==> src/rtl/program_loader.sv <==
// Byte-serial program loader: receives a length-prefixed, XOR-checksummed frame
// of 16-bit words and writes it into instruction memory, holding the core in reset.
module program_loader #(
   parameter int ADDR_W = 8
) (
   input  logic              clk,
   input  logic              reset,
   input  logic              start,
   input  logic [7:0]        rx_data,
   input  logic              rx_valid,
   output logic              rx_ready,
   output logic              imem_we,
   output logic [ADDR_W-1:0] imem_addr,
   output logic [15:0]       imem_wdata,
   output logic              core_reset,
   output logic              busy,
   output logic              done,
   output logic [1:0]        err_code
);

   typedef enum logic [2:0] {
      IDLE, LEN_HI, LEN_LO, WORD_HI, WORD_LO, CHECK, DONE, ERR
   } state_t;

   localparam logic [16:0] CAP = 17'd1 << ADDR_W;

   state_t            state, state_nxt;
   logic [7:0]        len_hi, word_hi, csum;
   logic [15:0]       len;
   logic [ADDR_W:0]   idx, idx_nxt;
   logic [15:0]       n_full;
   logic              accept, overflow, words_left, start_ok;

   assign accept     = rx_valid && rx_ready;
   assign n_full     = {len_hi, rx_data};
   assign overflow   = {1'b0, n_full} > CAP;
   assign idx_nxt    = idx + 1'b1;
   // idx never exceeds 2^ADDR_W, so the extra bit keeps this compare wrap-free
   assign words_left = 17'(idx_nxt) < {1'b0, len};
   assign start_ok   = start && (state == IDLE || state == DONE || state == ERR);

   always_ff @(posedge clk) begin
      if (reset) state <= IDLE;
      else       state <= state_nxt;
   end

   always_comb begin
      state_nxt = state;
      case (state)
         IDLE, DONE, ERR: if (start)  state_nxt = LEN_HI;
         LEN_HI:          if (accept) state_nxt = LEN_LO;
         LEN_LO:          if (accept) state_nxt = overflow ? ERR : (n_full == 16'd0) ? CHECK : WORD_HI;
         WORD_HI:         if (accept) state_nxt = WORD_LO;
         WORD_LO:         if (accept) state_nxt = words_left ? WORD_HI : CHECK;
         CHECK:           if (accept) state_nxt = (rx_data == csum) ? DONE : ERR;
         default:         state_nxt = IDLE;
      endcase
   end

   always_comb begin
      rx_ready   = 1'b0;
      busy       = 1'b0;
      core_reset = 1'b1;
      done       = 1'b0;
      case (state)
         LEN_HI, LEN_LO, WORD_HI, WORD_LO, CHECK: begin
            rx_ready = 1'b1;
            busy     = 1'b1;
         end
         DONE: begin
            core_reset = 1'b0;
            done       = 1'b1;
         end
         default: ;
      endcase
   end

   // Datapath: the write strobe is registered so it lands the cycle after WORD_LO
   always_ff @(posedge clk) begin
      if (reset) begin
         len_hi     <= '0;
         word_hi    <= '0;
         len        <= '0;
         csum       <= '0;
         idx        <= '0;
         err_code   <= 2'b00;
         imem_we    <= 1'b0;
         imem_addr  <= '0;
         imem_wdata <= '0;
      end else begin
         imem_we <= 1'b0;
         if (start_ok) begin
            csum     <= '0;
            idx      <= '0;
            err_code <= 2'b00;
         end
         if (accept) begin
            case (state)
               LEN_HI: begin
                  len_hi <= rx_data;
                  csum   <= csum ^ rx_data;
               end
               LEN_LO: begin
                  len  <= n_full;
                  csum <= csum ^ rx_data;
                  if (overflow) err_code <= 2'b01;
               end
               WORD_HI: begin
                  word_hi <= rx_data;
                  csum    <= csum ^ rx_data;
               end
               WORD_LO: begin
                  imem_we    <= 1'b1;
                  imem_addr  <= idx[ADDR_W-1:0];
                  imem_wdata <= {word_hi, rx_data};
                  idx        <= idx_nxt;
                  csum       <= csum ^ rx_data;
               end
               CHECK: if (rx_data != csum) err_code <= 2'b10;
               default: ;
            endcase
         end
      end
   end

endmodule

==> config.mk <==
export PLATFORM = sky130hd
export DESIGN_NAME = program_loader
export DESIGN_NICKNAME = d
export VERILOG_FILES = /design/src/rtl/program_loader.sv
export SDC_FILE = /design/constraint.sdc
export NUM_CORES = 1
export LEC_CHECK = 0
export ABC_AREA = 1
export BUFFER_PORTS_ARGS = -buffer_cell sky130_fd_sc_hd__clkbuf_2
export CAP_MARGIN = 20
export CORE_MARGIN = 4
export CORE_UTILIZATION = 50
export CTS_BUF_LIST = sky130_fd_sc_hd__clkbuf_8
export CTS_CLUSTER_SIZE = 16
export DETAILED_ROUTE_END_ITERATION = 8
export PLACE_DENSITY = 0.66
export SLEW_MARGIN = 20
export SYNTH_ARGS = -nofsm -noshare
export SYNTH_HDL_FRONTEND = slang
export SYNTH_SLANG_ARGS = --single-unit
export TNS_END_PERCENT = 20
==> constraint.sdc <==
create_clock -name clk -period 3.85 [get_ports clk]
set_input_delay 0.77 -clock clk [delete_from_list [all_inputs] [get_ports clk]]
set_output_delay 0.77 -clock clk [all_outputs]
set_load 0.005 [all_outputs]
; ---- Word level (Yosys, flattened, before mapping)
; Cells that the tools add are included.
[totals]
reg_bits = 79
inputBits = 12
out_inout_bits = 31
[op_classes]
add_sub_neg = 1
n_lt_le_gt_ge = 2
n_eq_ne = 15
muxes = 26
bitwise = 2
reduce_logical = 15
[op_table]
columns = operator, count
row1 = 2-to-1 mux 3 bit, 9
row2 = 2-to-1 mux 9 bit, 3
row3 = 2-to-1 mux 8 bit, 3
row4 = one-hot mux 3 bit (6 select lines), 1
row5 = "greater-than comparator 16 x 9 -> 1 bit, second input constant", 1
row6 = zero test 16 bit, 1
row7 = < comparator 9 x 16 -> 1 bit, 1
row8 = "== test 3 bit, second input constant", 4
row9 = "inequality test 2 bit, second input constant", 6
row10 = "adder 9 x 1 -> 9 bit, second input constant", 1
row11 = == test 8 bit, 1
row12 = 2-to-1 mux 2 bit, 4
row13 = inequality test 8 bit, 1
row14 = AND reduction 2 bit, 4
row15 = XOR 8 bit, 1
row16 = "== test 3 x 2 -> 1 bit, second input constant", 2
row17 = AND reduction 6 bit, 1
row18 = 2-to-1 mux 1 bit, 5
row19 = OR reduction 5 bit, 1
row20 = one-hot mux 2 bit (2 select lines), 1
row21 = OR reduction 4 bit, 1
row22 = "== test 3 x 1 -> 1 bit, second input constant", 1
row23 = zero test 3 bit, 1
row24 = OR reduction 3 bit, 1
row25 = other kinds (4), 6

; ---- Longest topological paths before layout
; Gate-level depths: netlist of run 1.
[logic_depth]
depth_word = 8
depth_mapped = 17
depth_no_buf = 17

; ---- Worst setup path after synthesis of run 1
; No wires, ideal clock.
[synth_timing]
path_kind = reg2reg
startpoint = reg idx[0]
endpoint = reg state[2]
setup_ps = 139
arrival_time_ps = 2060
required_ps = 3711
path_slack_ps = 1651
stages_incl_launch_ff = 17
n_path_buf = 0
period_less_slack_ps = 2199
cell_sequence = dfxtp_1 > inv_1 > nor3_1 > nand3_1 > nor3_1 > xor2_1 > inv_1 > ha_1 > a21oi_1 > o21a_1 > nand2_1 > nand2_1 > nand2_1 > nand2_1 > nand2_1 > nand2_1 > a21oi_1
[synth_between]
elab_chain_cells = 5
[synth_lines]
columns = element, line
row1 = from (decl), 30  ; logic [ADDR_W:0] idx, idx_nxt;
row2 = from (signal assigned), 116  ; idx <= idx_nxt;
row3 = adder 9 x 1 -> 9 bit, 37  ; assign idx_nxt = idx + 1'b1;
row4 = < comparator 9 x 16 -> 1 bit, 39  ; assign words_left = 17'(idx_nxt) < {1'b0, len};
row5 = 2-to-1 mux 3 bit (2 in a row), 54  ; WORD_LO: if (accept) state_nxt = words_left ? WORD_HI : CHECK;
row6 = one-hot mux 3 bit (6 select lines), 49  ; case (state)
row7 = to (signal assigned), 44  ; else state <= state_nxt;
row8 = to (decl), 27  ; state_t state, state_nxt;
; Every way passes these cells. The select of a mux whose other input is x is not followed.
; A chain may end at the register's enable or synchronous reset.

; ---- Worst setup path after layout of run 1
; Same ends and word-level chain as after synthesis.

==> results of run 1 <==
==> placed cells by master (no fill, tap or decap), types with 9 or more instances in the layout <==
cell type and count:
a21oi_1 49, xor2_1 13, clkbuf_2 42, nand3_1 16
nand2_1 67, o21ai_2 18, o21ai_0 48, dfxtp_1 79
nor2_1 18, clkbuf_8 9, inv_1 59, ha_1 9
==> state kept, by name, summed over array words and instances, names as in the netlist <==
name,cells
imem_wdata,16
word_hi,8
state,3
len_hi,8
len,16
imem_addr,8
err_code,2
idx,9
csum,8
imem_we,1
==> layer usage <==
| metal | up-vias | track usage, % | part of all wire [%] |
|---|---|---|---|
| met3 | 16 | 4.758 | 3.4 |
| li1 | 1497 | - | - |
| met4 | 0 | 8.045 | 2.3 |
| met2 | 39 | 32.79 | 49 |
| met1 | 1282 | 22.59 | 45 |
| met5 | - | 0 | 0 |
==> power breakdown <==
part           total [mW]  switching [mW]  internal [mW]
Sequential          0.847          0.0117          0.835
Clock               0.680           0.314          0.366
Combinational       0.154           0.106         0.0483
==> cell type report <==
cell class                      instances  area, um2
Fill cell                             668       2854
Sequential cell                        79       1582
Multi-Input combinational cell        275       1572
Inverter                               70      267.8
Timing Repair Buffer                   43      217.7
Clock buffer                            9      123.9
Tap cell                               96      120.1
Clock inverter                          7      95.09
==> final timing paths <==
kind                         startpoint                          to  slack (ps)  cells past startpoint
max                   idx[0]$_SDFF_PP0_       state[2]$_SDFFE_PP0P_        1370                     16
min          imem_wdata[5]$_SDFFE_PP0P_  imem_wdata[5]$_SDFFE_PP0P_         460                      2
max reg2reg           idx[0]$_SDFF_PP0_       state[2]$_SDFFE_PP0P_        1370                     16
min reg2reg  imem_wdata[5]$_SDFFE_PP0P_  imem_wdata[5]$_SDFFE_PP0P_         460                      2
==> cells by family (layout without fill, tap and decap cells) <==
logic type      after synthesis  after routing  synth area share, %
simple gates                125            125                17.02
buf+inv                      87            129                10.45
flops                        79             79                44.92
fa+ha+maj                     9              9                3.198
xor+xnor                     15             15                3.731
compound gates              126            126                20.68
==> worst max-delay path, cell delays in order (launching register included) <==
cell	delay, ps
dfxtp_1	360
inv_1	100
nor3_1	310
nand3_1	160
nor3_1	230
xor2_1	220
inv_1	60
ha_1	290
nand2_1	70
o21a_1	180
nand2_1	60
nand2_1	60
nand2_1	60
nand2_1	40
nand2_1	60
nand2_1	40
a21oi_1	120
==> through the flow <==
step                      util (%)  cell area [um2]  cells  power [mW]  setup WS (ps)
after floorplan                  -             3521    441      0.9812           1651
after detailed placement     55.02             3759    563       1.020           1411
final                        58.22             3978    579       1.680           1370
after CTS                    58.22             3978    579       1.700           1365
after global routing         58.22             3978    579       1.750           1028
after global placement       55.02             3759    563       1.018           1527
==> flow_summary.yaml, run 1 <==
run_status:
  outcome: "finished clean"
routing:
  firstDrtPassIters: 4
  drt-vias-per-instance: 4.895
  wirelength_um: 7465
  vias: 2834
  postRouteAntennaNets: 0
  drt-initial-drc-count: 105
  drcViolationCount: 0
  wire_per_inst_um: 12.89
die:
  ios: 43
  core-area_um2: 6832
  start_util_pct: 51.54
  die_y_um: 91.92
  die_x_um: 91.92
  die-area_um2: 8448
  row_count: 30
clock_tree:
  cts_resized: 0
  cts_tree: "yes"
  cts.hold.buffers_added: 0
  clkTransAtPathRegs_ps: 80
  worstSkewPairLatency_ps: 360
  clock_sinks: 79
  numCtsBuffers: 9
  cts_max_level: 3
  postCtsSetupRepairBufs: 0
  clockBufferDepth: 2
  cts_root_buffer: "clkbuf_8"
yosys:
  synth_top_cell_by_area: "dfxtp_1"
  synthesis.nets: 462
  synth_commonest_cells: "dfxtp_1, nand2_1, inv_1, a21oi_1, o21ai_0"
  syn-instance-count: 441
  yosys_most_used_dff: "dfxtp_1"
  seq_area_frac_synth_pct: 44.92
  synth.most_common_cell: "dfxtp_1"
  synth_cell_type_count: 34
  netlist_area_um2: 3521
  avgSynthCellArea_um2: 7.984
  synthTopCellsByArea: "dfxtp_1, nand2_1, a21oi_1"
  synth_edf_count: 0
  synth_top_area_share_pct: 44.92
  ys_async_sr_fraction_pct: 0
  yosys_register_bits: 79
  yosysWarnings: 0
global_routing:
  antenna_found_initial: 0
  gr-total-overflow: 0
  grt_max_degree: 44
  grt_pass1_vias: 2807
  grt_usage_pct: 19.09
  grt_pass1_wl_um: 12760
worst_setup_path:
  cp_max_fo: 4
  required_ps: 4130
  arrival_ps: 2760
  path_class: "reg -> reg"
  cp-end-kind: "flop"
  critPathLaunchType: "flop"
timing:
  tns_ps: 0
  finalHoldViolCount: 0
  period_share_pct: 64.42
  fmax_mhz: 403.2
  rsz0062_at_grt: "false"
  max_slew_margin_pct: 32.53
  setup_viol: 0
  skew_ps: 8.134
  whs_ps: 456.5
  fin_crit_ps: 2480
  slew_violations: 0
  max_slew.worst_pin.slew_ps: 1011
place:
  hpwlAfterDp_um: 5335
  place_congestion: 0.8457
  portBuffers: 42
layout:
  final_nets: 499
  syn_to_final_growth_pct: 12.97
  diodes: 0
  drive_above_1_share_pct: 21.33
power_and_ir_drop:
  p_leak_nw: 1.744
  ir_drop_uv: 328.8
  cellPowerDensity_nw_per_um2: 422.5
flow_run:
  drv_cap: 0
min_path:
  min_path_type: "reg -> reg"
(Power assumes the default switching activity.)
==> run 2: changes to the inputs <==
ABC_AREA = 0   (was 1)
clock period = 2.5 ns   (was 3.85 ns; I/O delays follow)
==> run 2 against run 1 <==
Against the previous run:
- first-iteration DRC count grew 120%
- sequential share of layout area shrank 1.6 points
- count of clock-buffer cells in the layout grew 1
- combinational power grew to 3.9 times the previous value
- critical endpoint is now state[1]$_SDFFE_PP0P_
- synthesized area grew 0.53%
- clock skew grew 3.0 ps
- worst hold slack lost 66 ps
- register-to-register slack lost 1200 ps
- die area grew 0.49%
- global-route usage grew 2.3 points
- sequential power grew 65%
==> flow_summary.yaml, run 2 <==
run_status:
  outcome: "finished clean"
worst_setup_path:
  cp_max_fo: 4
  worstReg2RegStart: "idx[4]$_SDFF_PP0_"
  reg2regPathDepth: 9
  arrival_ps: 2630
  critPathLaunchType: "flop"
  required_ps: 2750
  cp-end-kind: "flop"
  cpPeakStageDelay_ps: 370
  crit_buf_inv: 0
  path_class: "reg -> reg"
  crit_cells: 9
  cp_slowest_cell: "a2111oi_4"
  crit_chain: "and3_1, and3_2, xor2_1, ha_1, a21oi_2, nor2b_1, a2111oi_4, a2111oi_2, o32ai_1"
  crit_start: "idx[4]$_SDFF_PP0_"
  critPathTopFamily: "compound AO/OA/AOI/OAI gates"
timing:
  period_share_pct: 95.03
  rsz0062_at_grt: "false"
  fin_crit_ps: 2376
  finalHoldViolCount: 0
  whs_ps: 391.0
  slew_violations: 0
  fmax_mhz: 420.9
  setup_viol: 0
  max_slew.worst_pin.slew_ps: 582.3
  tns_ps: 0
  max_slew_margin_pct: 61.04
  skew_ps: 11.18
layout:
  drive_above_1_share_pct: 19.32
  instances_no_fill: 593
  diodes: 0
  final_common_cell: "nand2_1"
  syn_to_final_growth_pct: 17.64
  final_cell_mix: "nand2_1, dfxtp_1, a21oi_1, clkbuf_2, buf_4"
  final_nets: 513
  top_regs: "imem_wdata x16, len x16, idx x9"
global_routing:
  gr-total-overflow: 0
  grt_usage_pct: 21.41
  antenna_found_initial: 0
  grt_pass1_wl_um: 14510
  grt_max_degree: 29
  grt_pass1_vias: 2920
power_and_ir_drop:
  pwr-share-clk_pct: 34.7
  p_sw_mw: 0.9157
  ir_drop_uv: 324.3
  p_int_mw: 2.140
  p_sw_share_pct: 29.97
  p_comb_share_pct: 19.6
  p_leak_nw: 1.591
  seq_power_share_pct: 45.7
  cellPowerDensity_nw_per_um2: 733.7
routing:
  drt-vias-per-instance: 5.386
  firstDrtPassIters: 5
  wire_per_inst_um: 14.84
  vias: 3194
  postRouteAntennaNets: 0
  drcViolationCount: 0
  drt-initial-drc-count: 235
  wirelength_um: 8802
clock_tree:
  cts_tree: "yes"
  numCtsBuffers: 9
  clock_sinks: 79
  clockBufferDepth: 2
  cts_max_level: 3
  clkTransAtPathRegs_ps: 90
  worstSkewPairLatency_ps: 350
  cts_root_buffer: "clkbuf_8"
min_path:
  min_path_cells: 2
  min_from: "reset"
  min_path_type: "in -> reg"
die:
  die_x_um: 92.14
  core-area_um2: 6832
  ios: 43
  die-area_um2: 8490
  row_count: 30
  die_y_um: 92.14
  start_util_pct: 51.81
yosys:
  synth_top_area_share_pct: 44.68
  synthesis.nets: 473
  netlist_area_um2: 3540
  synthTopCellsByArea: "dfxtp_1, nand2_1, a21oi_1"
  yosys_most_used_dff: "dfxtp_1"
  ys_async_sr_fraction_pct: 0
  synth.most_common_cell: "nand2_1"
  syn-instance-count: 452
  synth_edf_count: 0
  yosys_register_bits: 79
  synth_cell_type_count: 51
  synth_commonest_cells: "nand2_1, dfxtp_1, a21oi_1, clkbuf_1, nor2_1"
  seq_area_frac_synth_pct: 44.68
  avgSynthCellArea_um2: 7.831
  synth_top_cell_by_area: "dfxtp_1"
  yosysWarnings: 0
flow_run:
  drv_cap: 0
place:
  hpwlAfterDp_um: 6154
  place_congestion: 0.8475
  dpl.cell_count: 575
  portBuffers: 42
[run 2: power by group through the flow]
stage,Clock [mW],Sequential (mW),Combinational (mW)
final,1.06,1.40,0.598
after global routing,1.13,1.41,0.667
after CTS,1.08,1.39,0.594
after detailed placement,0,1.42,0.582
after global placement,0,1.42,0.579
after floorplan,0,1.39,0.447
[run 2: metal layers]
layer | vias up | track usage (%) | part of all wire (%)
li1 | 1600 | - | -
met3 | 4 | 4.676 | 4.5
met2 | 78 | 33.39 | 47
met5 | - | 0 | 0
met4 | 0 | 5.693 | 0.58
met1 | 1512 | 29.96 | 48
[run 2: area by class of cell]
class	instances	area, um2
multi-input cells	327	1832
flip-flops and latches	79	1588
repair buffers	60	345.3
well taps	96	120.1
clock buffers	10	137.6
fillers	648	2668
clock inverters	6	85.08
inverters	15	56.30
[run 2: cells by family after synthesis]
group / count (synthesis) / share of synthesized area (%)
flops: 79 / 44.68
mux: 1 / 0.3181
fa+ha+maj: 9 / 3.181
xor+xnor: 10 / 2.475
buf+inv: 46 / 5.408
compound gates: 113 / 18.95
simple gates: 194 / 24.99
[run 2: worst register-to-register path: stages (launching register included)]
cell	delay, ps
dfxtp_4	360
and3_1	190
and3_2	240
xor2_1	150
ha_1	320
a21oi_2	140
nor2b_1	70
a2111oi_4	370
a2111oi_2	120
o32ai_1	290
[run 2: repair_timing]
| action | CTS | global route |
|---|---|---|
| setup buffers | 0 | 2 |
| hold buffers | 0 | 0 |
| pin swaps | 0 | 4 |
| endpoints found under the setup margin | 1 | 1 |
| resized for setup | 1 | 14 |
[run 2: path summary, 6_finish.rpt]
check | endpoint | slack [ps]
setup / recovery | state[1]$_SDFFE_PP0P_ | 120
hold / removal | idx[6]$_SDFF_PP0_ | 390
setup reg to reg | state[1]$_SDFFE_PP0P_ | 120
hold reg to reg | imem_wdata[10]$_SDFFE_PP0P_ | 460
[run 2: stage by stage]
| step | utilization (%) | worst slack (ps) | power [mW] | cell area [um2] |
|---|---|---|---|---|
| 3_3_place_gp | 56.43 | 97.86 | 2.001 | 3855 |
| 6_report | 60.95 | 124.3 | 3.055 | 4164 |
| 3_5_place_dp | 56.43 | 7.500 | 2.006 | 3855 |
| 4_1_cts | 59.87 | 35.89 | 3.064 | 4090 |
| 5_1_grt | 60.95 | 0.8382 | 3.210 | 4164 |
| 2_1_floorplan | - | 240.4 | 1.837 | 3540 |
